[src/rtl/axil_reg_bank_if.sv]
// AXI4-Lite signal bundle (AW, W, B, AR, R channels) shared by manager and subordinate.
// No logic or latency of its own; ready/valid handshakes are owned by the endpoints.
interface axi4_if #(
  parameter int ADDR_WIDTH = 32,
  parameter int DATA_WIDTH = 32
);
  logic [ADDR_WIDTH-1:0]   awaddr;
  logic [2:0]              awprot;
  logic                    awvalid;
  logic                    awready;
  logic [DATA_WIDTH-1:0]   wdata;
  logic [DATA_WIDTH/8-1:0] wstrb;
  logic                    wvalid;
  logic                    wready;
  logic [1:0]              bresp;
  logic                    bvalid;
  logic                    bready;
  logic [ADDR_WIDTH-1:0]   araddr;
  logic [2:0]              arprot;
  logic                    arvalid;
  logic                    arready;
  logic [DATA_WIDTH-1:0]   rdata;
  logic [1:0]              rresp;
  logic                    rvalid;
  logic                    rready;

  modport subordinate (
    input  awaddr, awprot, awvalid, output awready,
    input  wdata, wstrb, wvalid,    output wready,
    output bresp, bvalid,           input  bready,
    input  araddr, arprot, arvalid, output arready,
    output rdata, rresp, rvalid,    input  rready
  );

  modport manager (
    output awaddr, awprot, awvalid, input  awready,
    output wdata, wstrb, wvalid,    input  wready,
    input  bresp, bvalid,           output bready,
    output araddr, arprot, arvalid, input  arready,
    input  rdata, rresp, rvalid,    output rready
  );
endinterface

[src/rtl/axil_reg_bank.sv]
// AXI4-Lite bank of NUM_REGS registers with per-register write strobe; read latency 1, write commits 1 cycle after AW+W held.
// Responses are held until bready/rready; AW/W/AR are refused while a transaction of that kind is in flight.
module axil_reg_bank #(
  parameter int                    ADDR_WIDTH = 32,
  parameter int                    DATA_WIDTH = 32,
  parameter int                    NUM_REGS   = 8,
  parameter logic [DATA_WIDTH-1:0] RESET_VAL  = '0
) (
  input  logic                           clk,
  input  logic                           rst,
  axi4_if.subordinate                    s_axi,
  output logic [NUM_REGS*DATA_WIDTH-1:0] regs_o,
  output logic [NUM_REGS-1:0]            wr_pulse_o
);
  localparam int          STRB_W   = DATA_WIDTH / 8;
  localparam int          ADDR_LSB = $clog2(STRB_W);
  localparam int          IDX_W    = (NUM_REGS > 1) ? $clog2(NUM_REGS) : 1;
  localparam logic [63:0] LIMIT    = 64'(NUM_REGS * STRB_W);
  localparam logic [1:0]  OKAY     = 2'b00;
  localparam logic [1:0]  SLVERR   = 2'b10;

  typedef struct packed {
    logic [DATA_WIDTH-1:0] data;
    logic [STRB_W-1:0]     strb;
  } wbeat_t;

  typedef enum logic [1:0] {W_IDLE, W_COMMIT, W_RESP} wstate_t;
  typedef enum logic       {R_IDLE, R_RESP}           rstate_t;

  function automatic logic in_range(input logic [ADDR_WIDTH-1:0] a);
    return 64'(a) < LIMIT;
  endfunction

  function automatic logic [IDX_W-1:0] reg_idx(input logic [ADDR_WIDTH-1:0] a);
    return IDX_W'(a >> ADDR_LSB);
  endfunction

  logic [DATA_WIDTH-1:0] regs [NUM_REGS];

  wstate_t               w_state, w_next;
  logic                  aw_held, w_held;
  logic [ADDR_WIDTH-1:0] aw_addr;
  wbeat_t                w_beat;
  logic                  w_hit;
  logic [IDX_W-1:0]      w_idx;
  logic [1:0]            bresp_q;

  rstate_t               r_state, r_next;
  logic [DATA_WIDTH-1:0] rdata_q;
  logic [1:0]            rresp_q;

  assign w_hit = in_range(aw_addr);
  assign w_idx = reg_idx(aw_addr);

  always_ff @(posedge clk or posedge rst) begin
    if (rst) w_state <= W_IDLE;
    else     w_state <= w_next;
  end

  // Readies and bvalid come only from registered state, never from inputs.
  always_comb begin
    w_next         = w_state;
    s_axi.awready  = 1'b0;
    s_axi.wready   = 1'b0;
    s_axi.bvalid   = 1'b0;
    wr_pulse_o     = '0;
    unique case (w_state)
      W_IDLE: begin
        s_axi.awready = !aw_held;
        s_axi.wready  = !w_held;
        if ((aw_held || s_axi.awvalid) && (w_held || s_axi.wvalid)) w_next = W_COMMIT;
      end
      W_COMMIT: begin
        if (w_hit) wr_pulse_o = NUM_REGS'(1) << w_idx;
        w_next = W_RESP;
      end
      W_RESP: begin
        s_axi.bvalid = 1'b1;
        if (s_axi.bready) w_next = W_IDLE;
      end
      default: w_next = W_IDLE;
    endcase
  end

  always_ff @(posedge clk or posedge rst) begin
    if (rst) begin
      aw_held <= 1'b0;
      w_held  <= 1'b0;
      aw_addr <= '0;
      w_beat  <= '0;
    end else if (w_state == W_IDLE) begin
      if (s_axi.awvalid && !aw_held) begin
        aw_held <= 1'b1;
        aw_addr <= s_axi.awaddr;
      end
      if (s_axi.wvalid && !w_held) begin
        w_held <= 1'b1;
        w_beat <= '{data: s_axi.wdata, strb: s_axi.wstrb};
      end
    end else if (w_state == W_COMMIT) begin
      aw_held <= 1'b0;
      w_held  <= 1'b0;
    end
  end

  always_ff @(posedge clk or posedge rst) begin
    if (rst)                      bresp_q <= OKAY;
    else if (w_state == W_COMMIT) bresp_q <= w_hit ? OKAY : SLVERR;
  end

  assign s_axi.bresp = bresp_q;

  always_ff @(posedge clk or posedge rst) begin
    if (rst) begin
      for (int i = 0; i < NUM_REGS; i++) regs[i] <= RESET_VAL;
    end else if (w_state == W_COMMIT && w_hit) begin
      for (int k = 0; k < STRB_W; k++)
        if (w_beat.strb[k]) regs[w_idx][8*k +: 8] <= w_beat.data[8*k +: 8];
    end
  end

  for (genvar i = 0; i < NUM_REGS; i++) begin : g_regs_o
    assign regs_o[i*DATA_WIDTH +: DATA_WIDTH] = regs[i];
  end

  always_ff @(posedge clk or posedge rst) begin
    if (rst) r_state <= R_IDLE;
    else     r_state <= r_next;
  end

  always_comb begin
    r_next        = r_state;
    s_axi.arready = 1'b0;
    s_axi.rvalid  = 1'b0;
    unique case (r_state)
      R_IDLE: begin
        s_axi.arready = 1'b1;
        if (s_axi.arvalid) r_next = R_RESP;
      end
      R_RESP: begin
        s_axi.rvalid = 1'b1;
        if (s_axi.rready) r_next = R_IDLE;
      end
      default: r_next = R_IDLE;
    endcase
  end

  // Sampled before the same-edge write lands, so a colliding read sees the old value.
  always_ff @(posedge clk or posedge rst) begin
    if (rst) begin
      rdata_q <= '0;
      rresp_q <= OKAY;
    end else if (r_state == R_IDLE && s_axi.arvalid) begin
      if (in_range(s_axi.araddr)) begin
        rdata_q <= regs[reg_idx(s_axi.araddr)];
        rresp_q <= OKAY;
      end else begin
        rdata_q <= '0;
        rresp_q <= SLVERR;
      end
    end
  end

  assign s_axi.rdata = rdata_q;
  assign s_axi.rresp = rresp_q;

  logic unused_ok;
  assign unused_ok = ^{s_axi.awprot, s_axi.arprot};
endmodule

[src/flat_wrapper.sv]
// flat-port wrapper written by rule: the top's interface ports become plain ports
module axil_reg_bank_flat 
#(
  parameter int                    ADDR_WIDTH = 32,
  parameter int                    DATA_WIDTH = 32,
  parameter int                    NUM_REGS   = 8,
  parameter logic [DATA_WIDTH-1:0] RESET_VAL  = '0
)
  (clk, rst, regs_o, wr_pulse_o, s_axi_awaddr, s_axi_awprot, s_axi_awvalid, s_axi_awready, s_axi_wdata, s_axi_wstrb, s_axi_wvalid, s_axi_wready, s_axi_bresp, s_axi_bvalid, s_axi_bready, s_axi_araddr, s_axi_arprot, s_axi_arvalid, s_axi_arready, s_axi_rdata, s_axi_rresp, s_axi_rvalid, s_axi_rready);
  axi4_if #(.ADDR_WIDTH(ADDR_WIDTH), .DATA_WIDTH(DATA_WIDTH)) s_axi_i ();
  input  logic clk;
  input  logic rst;
  output logic [NUM_REGS*DATA_WIDTH-1:0] regs_o;
  output logic [NUM_REGS-1:0] wr_pulse_o;
  input wire logic [$bits(s_axi_i.awaddr)-1:0] s_axi_awaddr;
  input wire logic [$bits(s_axi_i.awprot)-1:0] s_axi_awprot;
  input wire logic [$bits(s_axi_i.awvalid)-1:0] s_axi_awvalid;
  output wire logic [$bits(s_axi_i.awready)-1:0] s_axi_awready;
  input wire logic [$bits(s_axi_i.wdata)-1:0] s_axi_wdata;
  input wire logic [$bits(s_axi_i.wstrb)-1:0] s_axi_wstrb;
  input wire logic [$bits(s_axi_i.wvalid)-1:0] s_axi_wvalid;
  output wire logic [$bits(s_axi_i.wready)-1:0] s_axi_wready;
  output wire logic [$bits(s_axi_i.bresp)-1:0] s_axi_bresp;
  output wire logic [$bits(s_axi_i.bvalid)-1:0] s_axi_bvalid;
  input wire logic [$bits(s_axi_i.bready)-1:0] s_axi_bready;
  input wire logic [$bits(s_axi_i.araddr)-1:0] s_axi_araddr;
  input wire logic [$bits(s_axi_i.arprot)-1:0] s_axi_arprot;
  input wire logic [$bits(s_axi_i.arvalid)-1:0] s_axi_arvalid;
  output wire logic [$bits(s_axi_i.arready)-1:0] s_axi_arready;
  output wire logic [$bits(s_axi_i.rdata)-1:0] s_axi_rdata;
  output wire logic [$bits(s_axi_i.rresp)-1:0] s_axi_rresp;
  output wire logic [$bits(s_axi_i.rvalid)-1:0] s_axi_rvalid;
  input wire logic [$bits(s_axi_i.rready)-1:0] s_axi_rready;
  assign s_axi_i.awaddr = s_axi_awaddr;
  assign s_axi_i.awprot = s_axi_awprot;
  assign s_axi_i.awvalid = s_axi_awvalid;
  assign s_axi_awready = s_axi_i.awready;
  assign s_axi_i.wdata = s_axi_wdata;
  assign s_axi_i.wstrb = s_axi_wstrb;
  assign s_axi_i.wvalid = s_axi_wvalid;
  assign s_axi_wready = s_axi_i.wready;
  assign s_axi_bresp = s_axi_i.bresp;
  assign s_axi_bvalid = s_axi_i.bvalid;
  assign s_axi_i.bready = s_axi_bready;
  assign s_axi_i.araddr = s_axi_araddr;
  assign s_axi_i.arprot = s_axi_arprot;
  assign s_axi_i.arvalid = s_axi_arvalid;
  assign s_axi_arready = s_axi_i.arready;
  assign s_axi_rdata = s_axi_i.rdata;
  assign s_axi_rresp = s_axi_i.rresp;
  assign s_axi_rvalid = s_axi_i.rvalid;
  assign s_axi_i.rready = s_axi_rready;
  axil_reg_bank #(.ADDR_WIDTH(ADDR_WIDTH), .DATA_WIDTH(DATA_WIDTH), .NUM_REGS(NUM_REGS), .RESET_VAL(RESET_VAL)) u_core (.clk(clk), .rst(rst), .s_axi(s_axi_i), .regs_o(regs_o), .wr_pulse_o(wr_pulse_o));
endmodule
[config.mk]
export PLATFORM = sky130hd
export DESIGN_NAME = axil_reg_bank_flat
export DESIGN_NICKNAME = d
export VERILOG_FILES = /design/src/rtl/axil_reg_bank_if.sv /design/src/rtl/axil_reg_bank.sv /design/src/flat_wrapper.sv
export SDC_FILE = /design/constraint.sdc
export NUM_CORES = 1
export LEC_CHECK = 0
export BUFFER_PORTS_ARGS = -buffer_cell sky130_fd_sc_hd__buf_4
export CORE_ASPECT_RATIO = 1.2
export CORE_MARGIN = 10
export CORE_UTILIZATION = 53
export DETAILED_ROUTE_END_ITERATION = 16
export GPL_TIMING_DRIVEN = 0
export PLACE_DENSITY = 0.8
export SYNTH_ARGS = -nofsm -noshare
export SYNTH_HDL_FRONTEND = slang
export SYNTH_SLANG_ARGS = --single-unit
[constraint.sdc]
create_clock -name clk -period 14 [get_ports clk]
set_input_delay 0.7 -clock clk [delete_from_list [all_inputs] [get_ports clk]]
set_output_delay 0.7 -clock clk [all_outputs]
set_load 0.02 [all_outputs]
==> impl_metrics.py, run 1 <==
metrics = {
    "status": {
        "status": "finished, final reports clean",
    },
    "die": {
        "start_util_pct": 54.0,
        "num_rows": 69,
        "core_area_sq_um": 29800,
        "fp.dieW_um": 179,
        "ioPinCount": 418,
        "die_area_sq_um": 37800,
        "die_y_um": 211,
    },
    "grt": {
        "grt_pass1_vias": 11645,
        "antenna_found_initial": 4,
        "grt-ovfl-total": 0,
        "met3_usage_pct": 7.21,
        "track_usage_pct": 26.0,
        "grt_max_degree": 135,
        "grt_busiest_layer": "met2",
        "met2_usage_pct": 44.0,
        "grt_use_met1_pct": 31.2,
        "grt_pass1_wl_um": 74200,
    },
    "setup_path": {
        "cp_max_fo": 10,
        "timing.rr.start": "u_core.aw_addr[23]$_DFFE_PP0P_",
        "cp_data_required_time_ns": 13.30,
        "critPathArrivalTime_ns": 2.94,
        "critPathKind": "reg2out",
        "crit_path_start_kind": "register",
        "critPathCaptureType": "output pin",
        "worstSetupStartpoint": "u_core.aw_addr[23]$_DFFE_PP0P_",
    },
    "place": {
        "gp_routability_congestion": 0.864,
        "dp.cells": 1794,
        "dp_hpwl_um": 36300,
        "port_buffers": 402,
        "post-place-ws_ns": 10.57,
    },
    "synth": {
        "synthCells": 998,
        "synth_top_family_by_area": "multiplexers",
        "synth_compound_area_share_pct": 1.31,
        "ys_warn_count": 0,
        "ys_types": 34,
        "synth_edf_count": 0,
        "synth_top_cell_area_share_pct": 56.1,
        "syn_area_per_cell_sq_um": 16.1,
        "synth_simple_gate_area_share_pct": 7.26,
        "ys_top_cells_by_area": "dfrtp_1 56%, mux2_2 21%, mux4_2 9.0%",
        "synth_flop_cell": "dfrtp_1",
        "synth_sequential_area_ratio_pct": 56.1,
        "async_flop_share_pct": 100,
        "synth_fa_ha_area_share_pct": 0,
        "synth.most_common_cell": "dfrtp_1",
        "muxShareOfSynthArea_pct": 33.8,
        "syn_area_sq_um": 16100,
        "ys_top_cells_by_count": "361 x dfrtp_1, 301 x mux2_2, 64 x mux4_2",
        "yosys_register_bits": 361,
        "synth_top_cell_by_area": "dfrtp_1",
        "synthXorXnorAreaFrac_pct": 0,
    },
    "cts": {
        "cts_max_level": 2,
        "clockRootBuffer": "clkbuf_16",
        "worstSkewPairLatency_ns": 0.52,
        "cts_hold_buf": 0,
        "cts_tree": "built",
        "clk_path_buf_depth": 3,
        "post_cts_buffers": 0,
        "cts_resized": 0,
        "clk_pin_slew_ns": 0.06,
        "cts_buffers": 37,
        "cts.sinks": 361,
    },
    "timing": {
        "grt_setup_unrepaired": "no",
        "max_freq_ghz": 0.274,
        "fin_crit_ns": 3.64,
        "setup_viol": 0,
        "maxSlewHeadroom_pct": 19.8,
        "finalHoldViolCount": 0,
        "tightest_slew_ns": 1.20,
        "fin_hold_ws_ns": 0.218,
        "drv_slew": 0,
        "setup_slack_ns": 10.36,
        "skew_ns": 0.0126,
        "timing.final.crit_share_pct": 26.0,
    },
    "routing": {
        "drc": 0,
        "drt-total-wl_um": 50000,
        "final_antenna_net_count": 0,
        "viasPerCell": 5.82,
        "wl_per_cell_um": 26.9,
        "vias": 10844,
        "firstDrtPassIters": 5,
        "drtIter0Drc": 640,
    },
    "power": {
        "comb_power_share_pct": 14.3,
        "vdd_ir_drop_max_v": 0.000121,
        "p_clk_share_pct": 37.7,
        "switching_share_pct": 28.9,
        "power_density_nw_per_um2": 129,
        "seqPwrFrac_pct": 48.0,
        "p_int_uw": 1920,
        "p_switching_uw": 781,
        "leakage_uw": 0.0105,
    },
    "flow_run": {
        "drv_cap": 0,
    },
    "final_layout": {
        "drive_gt1_share_pct": 60.7,
        "post-route-util_pct": 70.4,
        "area_growth_pct": 30.2,
        "final_nets": 1556,
        "fin_cells": 1862,
        "nFillCells": 2085,
    },
    "hold_path": {
        "hp-class": "in2async",
    },
}
==> layout by cell type, fill, tap and decap left out, drive strengths merged <==
cell / Yosys / routed
buf: 29 / 434
dfrtp: 361 / 361
mux2: 321 / 321
clkbuf: 19 / 75
mux4: 64 / 64
nand2: 46 / 46
nor4: 46 / 46
o21ai: 34 / 34
mux2i: 32 / 32
and2: 8 / 8
inv: 6 / 8
nor2: 6 / 6
nor3: 5 / 5
or4: 4 / 4
clkinv: 0 / 4
bufinv: 0 / 3
nand4: 3 / 3
diode: 0 / 2
nand2b: 2 / 2
nand3b: 2 / 2
a21oi: 2 / 2
conb: 1 / 2
or2: 1 / 1
nor2b: 1 / 1
nand3: 1 / 1
a21boi: 1 / 1
a21o: 1 / 1
o22a: 1 / 1
o22ai: 1 / 1
clkinvlp: 0 / 1
==> kinds of logic after synthesis <==
logic type,after synthesis
muxes,417
DFF,361
and+or+nand+nor,125
buffers and inverters,54
AOI/OAI and AO/OA,40
other,1
==> routing by layer <==
layer	share of wire, %	wire length, um	up-vias
li1	-	-	4639
met1	38	19000	5713
met2	50	25300	402
met3	8.1	4040	88
met4	3.4	1720	2
met5	0.024	12	-
==> flip-flops by register name, summed over array words and instances (netlist names) <==
| register | flops |
|---|---|
| u_core.regs_o | 256 |
| u_core.aw_addr | 30 |
| u_core.w_state | 2 |
| u_core.s_axi.rresp | 1 |
| u_core.r_state | 1 |
| u_core.aw_held | 1 |
| u_core.s_axi.rdata | 32 |
| u_core.w_held | 1 |
| u_core.s_axi.bresp | 1 |
| u_core.w_beat | 36 |
==> power groups by stage <==
| stage | Combinational, uW | Clock [uW] | Sequential, uW |
|---|---|---|---|
| CTS | 391 | 1030 | 1290 |
| global route | 420 | 1070 | 1320 |
| floorplan | 290 | 0 | 1260 |
| global placement | 374 | 0 | 1300 |
| detailed placement | 389 | 0 | 1310 |
| finish | 388 | 1020 | 1300 |
==> path summary, 6_finish.rpt <==
| check | slack, ns | cells after the start | endpoint |
|---|---|---|---|
| setup / recovery | 10.36 | 7 | wr_pulse_o[7] |
| max in group asynchronous | 12.35 | 4 | u_core.w_beat[10]$_DFFE_PP0P_ |
| setup reg to reg | 10.98 | 6 | u_core.regs_o[183]$_DFFE_PP0P_ |
| min in group clk | 0.36 | 2 | u_core.r_state$_DFF_PP0_ |
| hold / removal | 0.22 | 2 | u_core.regs_o[147]$_DFFE_PP0P_ |
| hold reg to reg | 0.48 | 2 | u_core.s_axi.rdata[7]$_DFFE_PP0P_ |
==> stage by stage <==
step | power (uW) | TNS, ns | area (sq um)
after floorplan | 1550 | 0 | 16100
after global placement | 1680 | -153.13 | 19600
after detailed placement | 1700 | 0 | 19700
after CTS | 2720 | 0 | 21000
after global routing | 2810 | 0 | 21000
final | 2700 | 0 | 21000
==> critical path, stage by stage, from the launching register on <==
cell and delay, ns:
dfrtp_1 0.37, nor4_1 0.36, nand4_1 0.26, buf_4 0.29, buf_2 0.26, or4_1 0.59
nor2_1 0.12, buf_4 0.15
==> area by class of cell <==
cell class	count	area, sq um	share of cell area, %
Clock inverter	10	138	0.657
Sequential cell	361	9030	43.1
Buffer	48	218	1.04
Timing Repair Buffer	405	3100	14.8
Tap cell	390	488	2.33
Multi-Input combinational cell	584	6820	32.6
Inverter	6	30.0	0.143
Antenna cell	2	5.00	0.0239
Clock buffer	56	1120	5.34
(Power assumes the default switching activity.)
==> run 2, diff against run 1 <==
==> constraint.sdc (replaced) <==
create_clock -name clk -period 3.7 [get_ports clk]
set_input_delay 0.185 -clock clk [delete_from_list [all_inputs] [get_ports clk]]
set_output_delay 0.185 -clock clk [all_outputs]
set_load 0.02 [all_outputs]
==> impl_metrics.py, run 2 (synthesis gave the netlist of run 1 again) <==
metrics = {
    "setup_path": {
        "timing.rr.start": "u_core.aw_addr[21]$_DFFE_PP0P_",
        "path_buf_inv": 3,
        "critPathCaptureType": "output pin",
        "critPathArrivalTime_ns": 3.15,
        "path_depth": 7,
        "crit_path_start_kind": "register",
        "cp_max_fo": 10,
        "crit_end": "wr_pulse_o[7]",
        "worstSetupStartpoint": "u_core.aw_addr[21]$_DFFE_PP0P_",
        "cp_data_required_time_ns": 3.51,
        "slowest_stage": "or4_1",
        "regToRegSetupSlack_ns": 0.59,
        "timing.rr.end": "u_core.regs_o[174]$_DFFE_PP0P_",
        "reg2reg_depth": 6,
        "cpPeakStageDelay_ns": 0.61,
        "path_common_cell": "buf_4",
        "critPathTopFamily": "simple AND/OR/NAND/NOR gates",
        "path_cells": "nor4_1, nand4_1, buf_4, buf_2, or4_1, nor2_1, buf_4",
        "critPathKind": "reg2out",
    },
    "grt": {
        "grt_pass1_wl_um": 78900,
        "grt-ovfl-total": 0,
        "track_usage_pct": 27.7,
        "grt_max_degree": 44,
        "grt_pass1_vias": 12340,
        "antenna_found_initial": 0,
    },
    "routing": {
        "drtIter0Drc": 835,
        "viasPerCell": 5.82,
        "drt-total-wl_um": 52700,
        "drc": 0,
        "vias": 11283,
        "wl_per_cell_um": 27.2,
        "firstDrtPassIters": 4,
        "final_antenna_net_count": 0,
    },
    "cts": {
        "cts_buffers": 38,
        "clockRootBuffer": "clkbuf_16",
        "cts_max_level": 2,
        "worstSkewPairLatency_ns": 0.53,
        "cts.sinks": 361,
        "clk_path_buf_depth": 3,
        "post_cts_buffers": 0,
        "cts_resized": 0,
        "clk_pin_slew_ns": 0.06,
        "cts_tree": "built",
    },
    "final_layout": {
        "layout_commonest_cell": "buf_4",
        "largest_register_ff_count": 256,
        "fin_area_sq_um": 21800,
        "antennaDiodeCount": 0,
        "final_cell_mix": "406 x buf_4, 361 x dfrtp_1, 301 x mux2_2, 71 x dlygate4sd3_1, 64 x mux4_2",
        "final_nets": 1634,
        "drive_gt1_share_pct": 57.9,
        "area_growth_pct": 35.2,
    },
    "die": {
        "die_area_sq_um": 37800,
        "fp.dieW_um": 179,
        "ioPinCount": 418,
        "num_rows": 69,
        "die_y_um": 211,
        "start_util_pct": 54.0,
        "core_area_sq_um": 29800,
    },
    "timing": {
        "timing.final.crit_share_pct": 90.1,
        "grt_setup_unrepaired": "no",
        "finalHoldViolCount": 0,
        "maxSlewHeadroom_pct": 22.9,
        "fin_hold_ws_ns": 0.249,
        "fin_crit_ns": 3.33,
        "max_freq_ghz": 0.300,
        "tightest_slew_ns": 1.16,
        "setup_viol": 0,
        "skew_ns": 0.0119,
        "drv_slew": 0,
    },
    "place": {
        "port_buffers": 402,
        "placed_area_sq_um": 19800,
        "dp_hpwl_um": 36400,
        "gp_routability_congestion": 0.866,
    },
    "power": {
        "finalPower_uw": 10400,
        "vdd_ir_drop_max_v": 0.000436,
        "power_density_nw_per_um2": 476,
        "leakage_uw": 0.0108,
    },
    "hold_path": {
        "hp-class": "in2async",
    },
    "status": {
        "status": "finished, final reports clean",
    },
    "flow_run": {
        "drv_cap": 0,
    },
}
## run 2: final cells by class
type	instances	area [sq um]
Buffer	48	218
Clock buffer	59	1150
Clock inverter	10	104
Fill cell	1906	8030
Inverter	6	26.3
Multi-Input combinational cell	584	6820
Sequential cell	361	9030
Tap cell	390	488
Timing Repair Buffer	482	3910
## run 2: worst min path at each step
| stage | from | endpoint | slack [ns] |
|---|---|---|---|
| after floorplan | s_axi_rready | u_core.r_state$_DFF_PP0_ | 0.28 |
| after global routing | rst | u_core.w_beat[23]$_DFFE_PP0P_ | 0.30 |
| after global placement | s_axi_rready | u_core.r_state$_DFF_PP0_ | 0.37 |
| after CTS | rst | u_core.s_axi.rdata[28]$_DFFE_PP0P_ | 0.24 |
| final | rst | u_core.w_beat[23]$_DFFE_PP0P_ | 0.25 |
| after detailed placement | rst | u_core.w_beat[23]$_DFFE_PP0P_ | 0.24 |
## run 2: tightest hold or removal path, stage by stage
cell and delay [ns]:
dlygate4sd3_1 0.54, buf_4 0.14, clkinvlp_4 0.34
## run 2: repair_timing
item | in CTS | in global routing
hold buffers | 71 | 0
endpoints found under the hold margin | 89 | 0
setup endpoints to repair | 0 | 0
## run 2: per-stage QoR
stage	utilization [%]	instances	setup slack (ns)	setup TNS [ns]
4_1_cts	73.0	1940	0.388	0
3_3_place_gp	65.8	1791	-3.29	-1173.37
3_5_place_dp	66.4	1800	0.678	0
2_1_floorplan	-	999	-1.33	-478.42
6_report	73.0	1940	0.365	0
5_1_grt	73.0	1940	0.283	0
## run 2: layer usage
metal	vias to the layer above	share of wire, %	track usage [%]
li1	4801	-	-
met5	-	0	0
met1	5943	37	32.6
met3	113	7.5	7.40
met4	0	4.1	11.2
met2	426	52	47.2
## run 2: report_power, final
part	total, uW	switching (uW)	internal, uW
clock network	3850	1560	2290
registers	4930	586	4340
logic	1590	898	687
